==> src/rtl/pulse_meter_pkg.sv <==
// Shared definitions for the pulse-length producer/consumer family:
// state encoding, default width and the control-to-datapath command word.
package pulse_meter_pkg;

    localparam int unsigned DefaultWidth = 8;

    localparam logic [2:0] S_ARM      = 3'd0;
    localparam logic [2:0] S_IDLE     = 3'd1;
    localparam logic [2:0] S_COUNT    = 3'd2;
    localparam logic [2:0] S_WAIT_RFD = 3'd3;
    localparam logic [2:0] S_WAIT_ACK = 3'd4;

    typedef enum logic [2:0] {
        StArm     = S_ARM,
        StIdle    = S_IDLE,
        StCount   = S_COUNT,
        StWaitRfd = S_WAIT_RFD,
        StWaitAck = S_WAIT_ACK
    } state_e;

    typedef struct packed {
        logic cnt_load;
        logic cnt_inc;
        logic z_load;
        logic dav_clr;
        logic dav_set;
    } cmd_t;

endpackage

==> src/rtl/pulse_meter_if.sv <==
// Pulse line plus dav_/rfd handshake bus. The master side is the pulse_meter
// (handshake producer); the slave side is the downstream consumer.
interface pulse_meter_if
    import pulse_meter_pkg::*;
#(
    parameter int unsigned W = DefaultWidth
) ();

    logic         in;
    logic         rfd;
    logic         dav_;
    logic [W-1:0] z;

    modport master (
        input  in,
        input  rfd,
        output dav_,
        output z
    );

    modport slave (
        output in,
        output rfd,
        input  dav_,
        input  z
    );

endinterface

==> src/rtl/pulse_meter_sat_inc.sv <==
// W-bit saturating incrementer; max_o flags an all-ones input, which is held.
module pulse_meter_sat_inc #(
    parameter int unsigned W = 8
) (
    input  logic [W-1:0] a_i,
    output logic [W-1:0] y_o,
    output logic         max_o
);

    always_comb begin
        max_o = &a_i;
        y_o   = max_o ? a_i : a_i + W'(1);
    end

endmodule

==> src/rtl/pulse_meter.sv <==
// Pulse-length decoder: counts posedges with `in` high and hands the count to
// a consumer over the active-low dav_ / rfd handshake.
module pulse_meter
    import pulse_meter_pkg::*;
#(
    parameter int unsigned W = DefaultWidth
) (
    input  logic      clock,
    input  logic      reset_,
    pulse_meter_if.master bus
);

    // Control part state and command word.
    state_e star_q, star_d;
    cmd_t   cmd;

    // Operative part registers and status.
    logic [W-1:0] cnt_q, cnt_d;
    logic [W-1:0] z_q, z_d;
    logic         dav_q, dav_d;
    logic [W-1:0] cnt_next;
    logic         cnt_max;
    logic         in_s;
    logic         rfd_s;

    assign in_s  = bus.in;
    assign rfd_s = bus.rfd;

    pulse_meter_sat_inc #(
        .W (W)
    ) u_sat_inc (
        .a_i   (cnt_q),
        .y_o   (cnt_next),
        .max_o (cnt_max)
    );

    // ------------------------------------------------------------------
    // Control part
    // ------------------------------------------------------------------
    always_comb begin
        star_d = star_q;
        cmd    = '0;
        unique case (star_q)
            // Re-arm only on a low line so a pulse already in flight is skipped.
            StArm: begin
                if (!in_s) star_d = StIdle;
            end
            StIdle: begin
                if (in_s) begin
                    cmd.cnt_load = 1'b1;
                    star_d       = StCount;
                end
            end
            StCount: begin
                if (in_s) begin
                    cmd.cnt_inc = !cnt_max;
                end else begin
                    cmd.z_load = 1'b1;
                    star_d     = StWaitRfd;
                end
            end
            StWaitRfd: begin
                if (rfd_s) begin
                    cmd.dav_clr = 1'b1;
                    star_d      = StWaitAck;
                end
            end
            StWaitAck: begin
                if (!rfd_s) begin
                    cmd.dav_set = 1'b1;
                    star_d      = StArm;
                end
            end
            default: star_d = StArm;
        endcase
    end

    always_ff @(posedge clock or negedge reset_) begin
        if (!reset_) begin
            star_q <= StArm;
        end else begin
            star_q <= star_d;
        end
    end

    // ------------------------------------------------------------------
    // Operative part
    // ------------------------------------------------------------------
    always_comb begin
        cnt_d = cnt_q;
        if (cmd.cnt_load) begin
            cnt_d = W'(1);
        end else if (cmd.cnt_inc) begin
            cnt_d = cnt_next;
        end

        z_d = z_q;
        if (cmd.z_load) z_d = cnt_q;

        dav_d = dav_q;
        if (cmd.dav_clr) begin
            dav_d = 1'b0;
        end else if (cmd.dav_set) begin
            dav_d = 1'b1;
        end
    end

    always_ff @(posedge clock or negedge reset_) begin
        if (!reset_) begin
            cnt_q <= '0;
            z_q   <= '0;
            dav_q <= 1'b1;
        end else begin
            cnt_q <= cnt_d;
            z_q   <= z_d;
            dav_q <= dav_d;
        end
    end

    assign bus.dav_ = dav_q;
    assign bus.z    = z_q;

endmodule

==> src/flat_wrapper.sv <==
// flat-port wrapper written by rule: the top's interface ports become plain ports
module pulse_meter_flat import pulse_meter_pkg::*;
#(
    parameter int unsigned W = DefaultWidth
)
  (clock, reset_, bus_in, bus_rfd, bus_dav_, bus_z);
  pulse_meter_if #(.W(W)) bus_i ();
  input  logic clock;
  input  logic reset_;
  input wire logic [$bits(bus_i.in)-1:0] bus_in;
  input wire logic [$bits(bus_i.rfd)-1:0] bus_rfd;
  output wire logic [$bits(bus_i.dav_)-1:0] bus_dav_;
  output wire logic [$bits(bus_i.z)-1:0] bus_z;
  assign bus_i.in = bus_in;
  assign bus_i.rfd = bus_rfd;
  assign bus_dav_ = bus_i.dav_;
  assign bus_z = bus_i.z;
  pulse_meter #(.W(W)) u_core (.clock(clock), .reset_(reset_), .bus(bus_i));
endmodule
==> config.mk <==
export PLATFORM = sky130hd
export DESIGN_NAME = pulse_meter_flat
export DESIGN_NICKNAME = d
export VERILOG_FILES = /design/src/rtl/pulse_meter_pkg.sv /design/src/rtl/pulse_meter_if.sv /design/src/rtl/pulse_meter_sat_inc.sv /design/src/rtl/pulse_meter.sv /design/src/flat_wrapper.sv
export SDC_FILE = /design/constraint.sdc
export NUM_CORES = 1
export LEC_CHECK = 0
export CORE_MARGIN = 2
export CORE_UTILIZATION = 56
export DETAILED_ROUTE_END_ITERATION = 7
export PLACE_DENSITY_LB_ADDON = 0.25
export SETUP_SLACK_MARGIN = 0.2
export SYNTH_ARGS = -nofsm -noshare
export SYNTH_HDL_FRONTEND = slang
export SYNTH_SLANG_ARGS = --single-unit
==> constraint.sdc <==
create_clock -name clock -period 4.86 [get_ports clock]
set_clock_uncertainty 0.2 [all_clocks]
set_input_delay 0.486 -clock clock [delete_from_list [all_inputs] [get_ports clock]]
set_output_delay 0.486 -clock clock [all_outputs]
set_load 0.02 [all_outputs]
# Word-level counts from Yosys, hierarchy flattened
# Index checks and enable logic that the tools add are counted.
# word_totals
reg_bits	20
inputBits	4
out_inout_bits	9
wordCells	42
# op_classes
add_sub_neg	1
n_eq_ne	10
n_mux	20
reduce_logical	7
# ops
op	count
8-bit two-way mux	3
3-bit two-way mux	5
3-bit case mux with 5 select lines	1
1-bit two-way mux	10
2-bit != test, second input constant	5
8-bit by 1-bit adder with 8-bit output, second input constant	1
8-bit AND reduction	1
3-bit by 2-bit equality test with 1-bit output, second input constant	2
5-bit AND reduction	1
2-bit nonzero test	2
3-bit by 1-bit equality test with 1-bit output, second input constant	1
3-bit equality test, second input constant	1
3-bit logical NOT	1
2-bit two-way mux	1
2-bit by 1-bit != test with 1-bit output, second input constant	1
2-bit AND reduction	1
1-bit logical NOT	1

# Depth between registers and ports, before layout
# depth
ltp_word	6
mapped_depth	5
mapped_depth_nobuf	5

# Hierarchy
# A second synthesis with hierarchy kept.
# hier_totals
cells_unflattened	95
area_unflattened_um2	1056.0
# by_module_without_submodules
module	instances	cells_each	area_per_inst_um2	seq_area_each_um2
pulse_meter	1	66	853.3	501.7
pulse_meter_sat_inc	1	29	202.7	0.0

# Worst setup path before layout
# OpenSTA, ideal clock, no wires.
# synth_timing
path_kind	register -> register
start	reg u_core.star_q[0]
end	reg u_core.z_q[0] (netlist: u_core.bus.z[0])
setup_time_ns	0.125
t_arrival_ns	1.326
t_required_ns	4.535
setup_slack_ns	3.210
path_stages_with_launch	4
path_buffers	1
synth_period_minus_slack_ns	1.650
cell_sequence	dfrtp_1 > buf_4 > nor4b_4 > mux2_2
# synth_via
elab_chain_len	2
# synth_lines
item	line	source
start: declaration	pulse_meter.sv:14	state_e star_q, star_d;
start signal: assignment	pulse_meter.sv:80	star_q <= StArm;
start signal: assignment	pulse_meter.sv:82	star_q <= star_d;
3-bit by 2-bit equality test with 1-bit output	pulse_meter.sv:43	unique case (star_q)
2-bit two-way mux	pulse_meter.sv:43	
end signal: assignment	pulse_meter.sv:115	z_q <= z_d;
end: declaration	pulse_meter.sv:19	logic [W-1:0] z_q, z_d;
# No other way between the ends.
# A chain may end at the register's enable or synchronous reset.

# Worst setup path after layout
# layout_timing
start	in bus_in
end	reg u_core.cnt_q[7]
# layout_via
elab_chain_len	4
elab_cells_between_ends	8
classes_between	eq/ne: 1; mux: 5; reduce/logical: 2
# layout_lines
item	line	source
start: declaration	flat_wrapper.sv:10	input wire logic [$bits(bus_i.in)-1:0] bus_in;
1-bit two-way mux (on tied branches)	pulse_meter.sv:49, pulse_meter.sv:55	
1-bit two-way mux or 2-bit two-way mux (tied branches)	pulse_meter.sv:43	
2-bit by 1-bit != test with 1-bit output (no line) or 2-bit nonzero test (tied branches)	-	
2-bit AND reduction (no line)	-	
end signal: assignment	pulse_meter.sv:114	cnt_q <= cnt_d;
end: declaration	pulse_meter.sv:18	logic [W-1:0] cnt_q, cnt_d;
# Parallel ways exist; a longest one is shown, timed or not.

==> run_summary.xml <==
<?xml version="1.0" encoding="UTF-8"?>
<metrics>
  <group name="status">
    <metric name="run_status" unit="">finished, final reports clean</metric>
  </group>
  <group name="setup_path">
    <metric name="worst_setup_path_endpoint" unit="">u_core.cnt_q[7]</metric>
    <metric name="critical_path.startpoint_type" unit="">primary input</metric>
    <metric name="setup.worst_path.class" unit="">in -&gt; reg</metric>
    <metric name="timing.rr.start" unit="">u_core.star_q[1]</metric>
    <metric name="rr_worst_depth" unit="">3</metric>
    <metric name="worst-path-max-fanout" unit="">8</metric>
    <metric name="endpoint_class_of_the_critical_path" unit="">flop</metric>
    <metric name="worst-r2r-setup-slack" unit="ns">2.92</metric>
    <metric name="worst_ep_required_time" unit="ns">4.87</metric>
    <metric name="r2r_end" unit="">u_core.cnt_q[7]</metric>
    <metric name="crit_arrival" unit="ns">2.23</metric>
    <metric name="cp-startpoint" unit="">bus_in</metric>
  </group>
  <group name="cts">
    <metric name="tritoncts_clock_tree" unit="">built</metric>
    <metric name="postCtsSetupRepairBufs" unit="">0</metric>
    <metric name="path_clk_slew" unit="ns">0.12</metric>
    <metric name="cts.htree.levels" unit="">1</metric>
    <metric name="cts_buffers" unit="">3</metric>
    <metric name="cts_root_buf" unit="">sky130_fd_sc_hd__clkbuf_4</metric>
    <metric name="post_cts_resized" unit="">0</metric>
    <metric name="worst_skew_pair_latency" unit="ns">0.31</metric>
    <metric name="max_buffers_root_to_sink" unit="">2</metric>
    <metric name="holdBufCountCts" unit="">0</metric>
    <metric name="cts.sink_count" unit="">20</metric>
  </group>
  <group name="finish">
    <metric name="drive_gt1_share" unit="%">17.2</metric>
    <metric name="number_of_nets_in_the_final_layout" unit="">99</metric>
    <metric name="diodes" unit="">0</metric>
    <metric name="flow.area_growth_from_synthesis" unit="%">19.2</metric>
  </group>
  <group name="sta">
    <metric name="report.final.setup_viol" unit="">0</metric>
    <metric name="slew-limit-headroom" unit="%">28.3</metric>
    <metric name="hold_violations" unit="">0</metric>
    <metric name="clock.fmax" unit="GHz">0.450</metric>
    <metric name="final.period_utilization" unit="%">45.7</metric>
    <metric name="rsz0062_at_grt" unit="">no</metric>
    <metric name="setup_ws" unit="ns">2.64</metric>
    <metric name="tns" unit="ns">0</metric>
    <metric name="worst_pin_slew" unit="ns">1.06</metric>
    <metric name="timing.final.crit_period" unit="ns">2.22</metric>
    <metric name="slew_viol_final" unit="">0</metric>
  </group>
  <group name="logic_synthesis">
    <metric name="synth_cell_types" unit="">31</metric>
    <metric name="mappedNetlistNets" unit="">84</metric>
    <metric name="syn_inst" unit="">79</metric>
    <metric name="synth_adder_area_share" unit="%">1.33</metric>
    <metric name="synthArstFlopShare" unit="%">100</metric>
    <metric name="synth_seq_area_share" unit="%">53.2</metric>
    <metric name="syn-cell-area" unit="um2">943</metric>
    <metric name="synth_top_cell_area_share" unit="%">50.4</metric>
    <metric name="muxShareOfSynthArea" unit="%">10.6</metric>
    <metric name="synthXorXnorAreaFrac" unit="%">4.64</metric>
    <metric name="post-synth-top-area-cell" unit="">sky130_fd_sc_hd__dfrtp_1</metric>
    <metric name="synth.ff_latch_count" unit="">20</metric>
    <metric name="synth_most_common_cell" unit="">sky130_fd_sc_hd__dfrtp_1</metric>
    <metric name="top_post_synthesis_cells_by_area" unit="">sky130_fd_sc_hd__dfrtp_1 (50%), sky130_fd_sc_hd__mux2_2 (9.5%), sky130_fd_sc_hd__xor2_1 (4.6%)</metric>
    <metric name="synth_top_family_by_area" unit="">simple AND/OR/NAND/NOR gates</metric>
    <metric name="synth.avg_cell_area" unit="um2">11.9</metric>
    <metric name="synthFlopType" unit="">sky130_fd_sc_hd__dfrtp_1</metric>
    <metric name="yosys.area_share.simple" unit="%">19.5</metric>
    <metric name="edff_count_synth" unit="">0</metric>
    <metric name="yosys_warnings" unit="">0</metric>
    <metric name="area_fraction_in_compound_gates_after_synthesis" unit="%">9.55</metric>
    <metric name="synth_commonest_cells" unit="">sky130_fd_sc_hd__dfrtp_1 (19), sky130_fd_sc_hd__mux2_2 (8), sky130_fd_sc_hd__nor2_1 (8)</metric>
  </group>
  <group name="global_routing">
    <metric name="grt_pass1_vias" unit="">638</metric>
    <metric name="grt_antenna_before_repair" unit="">0</metric>
    <metric name="groute.usage.overall" unit="%">19.5</metric>
    <metric name="grt_overflow" unit="">0</metric>
    <metric name="grt_first_pass_wirelength" unit="um">2800</metric>
    <metric name="grt_max_degree" unit="">21</metric>
  </group>
  <group name="floorplan">
    <metric name="core_area" unit="um2">1540</metric>
    <metric name="die-width" unit="um">45.0</metric>
    <metric name="std_cell_rows" unit="">14</metric>
    <metric name="io_pins" unit="">13</metric>
    <metric name="die_area" unit="um2">2030</metric>
    <metric name="floorplan.die.height" unit="um">45.0</metric>
    <metric name="floorplan.initialDensity" unit="%">61.2</metric>
  </group>
  <group name="placed_design">
    <metric name="post-place-ws" unit="ns">2.29</metric>
    <metric name="gp_congestion" unit="">0.792</metric>
    <metric name="place_hpwl" unit="um">1070</metric>
    <metric name="port_buffers" unit="">12</metric>
  </group>
  <group name="drt">
    <metric name="drt_iter0_markers" unit="">7</metric>
    <metric name="routedWlPerCell" unit="um">15.1</metric>
    <metric name="routed-via-count" unit="">626</metric>
    <metric name="routed_wl" unit="um">1640</metric>
    <metric name="drt-pass1-iter-count" unit="">4</metric>
    <metric name="detail_route.vias_per_cell" unit="">5.74</metric>
    <metric name="route.antenna.remaining_nets" unit="">0</metric>
    <metric name="drc_errors" unit="">0</metric>
  </group>
  <group name="run">
    <metric name="reported_max_cap_violation_count" unit="">0</metric>
  </group>
  <group name="min_path">
    <metric name="holdCritPathClass" unit="">reg -&gt; reg</metric>
  </group>
  <group name="power_and_ir_drop">
    <metric name="p_leak" unit="nW">0.520</metric>
    <metric name="powerDensity" unit="nW/um2">502</metric>
    <metric name="max-vdd-ir-drop" unit="V">0.000343</metric>
    <metric name="finalPower" unit="mW">0.565</metric>
  </group>
</metrics>
power by group:
part           switching (mW)  internal [mW]  total, mW
Sequential             0.0492          0.207      0.256
Clock                  0.0519         0.0834      0.135
Combinational          0.0825         0.0908      0.173
Total                   0.184          0.381      0.565
layout by cell type, fill, tap and decap left out, types with 3 or more instances in the layout:
master,netlist,final
sky130_fd_sc_hd__nor2_1,8,8
sky130_fd_sc_hd__mux2_2,8,8
sky130_fd_sc_hd__and3_1,3,3
sky130_fd_sc_hd__nand2_1,4,4
sky130_fd_sc_hd__xor2_1,5,5
sky130_fd_sc_hd__clkdlybuf4s50_1,0,12
sky130_fd_sc_hd__clkbuf_4,0,3
sky130_fd_sc_hd__dfrtp_1,19,19
cell type report:
cell class,count,area (um2)
fillers,106,417
clock inverters,1,30.0
flip-flops and latches,20,502
clock buffers,3,22.5
repair buffers,12,120
well taps,16,20.0
multi-input cells,57,430
worst max-delay path: stages:
cell and delay (ns):
sky130_fd_sc_hd__clkdlybuf4s50_1 0.58, sky130_fd_sc_hd__nor4bb_1 0.94, sky130_fd_sc_hd__a41o_1 0.17, sky130_fd_sc_hd__nor2_1 0.05
logic make-up after synthesis:
logic type      after synthesis
compound gates               13
xor+xnor                      5
fa+ha+maj                     1
buf+inv                       2
flops                        20
mux                           9
simple gates                 29
through the flow:
| step | hold WS, ns | utilization [%] | instances | area [um2] |
|---|---|---|---|---|
| final | 0.317 | 73.0 | 109 | 1120 |
| after detailed placement | 0.286 | 69.6 | 105 | 1070 |
| after CTS | 0.318 | 73.0 | 109 | 1120 |
| after global routing | 0.339 | 73.0 | 109 | 1120 |
| after floorplan | -0.00959 | - | 79 | 943 |
| after global placement | 0.283 | 69.6 | 105 | 1070 |
per-layer routing:
layer | vias to the layer above | wire [um] | GRT usage (%)
met3 | 2 | 52 | 4.00
met5 | - | 0 | 0
met1 | 295 | 829 | 26.5
met2 | 13 | 744 | 30.3
li1 | 316 | - | -
met4 | 0 | 14 | 8.24
worst min-delay path by stage:
stage | cells past startpoint | to | startpoint | slack, ns
after floorplan | 0 | u_core.bus.z[0] | reset_ | -0.01
after global placement | 2 | u_core.bus.dav_ | u_core.bus.dav_ | 0.28
after detailed placement | 2 | u_core.bus.dav_ | u_core.bus.dav_ | 0.29
after CTS | 2 | u_core.bus.dav_ | u_core.bus.dav_ | 0.32
after global routing | 1 | u_core.bus.z[3] | u_core.bus.z[3] | 0.34
final | 2 | u_core.bus.dav_ | u_core.bus.dav_ | 0.32
flip-flops by register name (all words and copies together), names as in the netlist:
name	count
u_core.cnt_q	8
u_core.star_q	3
u_core.bus.z	8
u_core.bus.dav_	1
No activity file was read; power rests on OpenSTA's default activity.
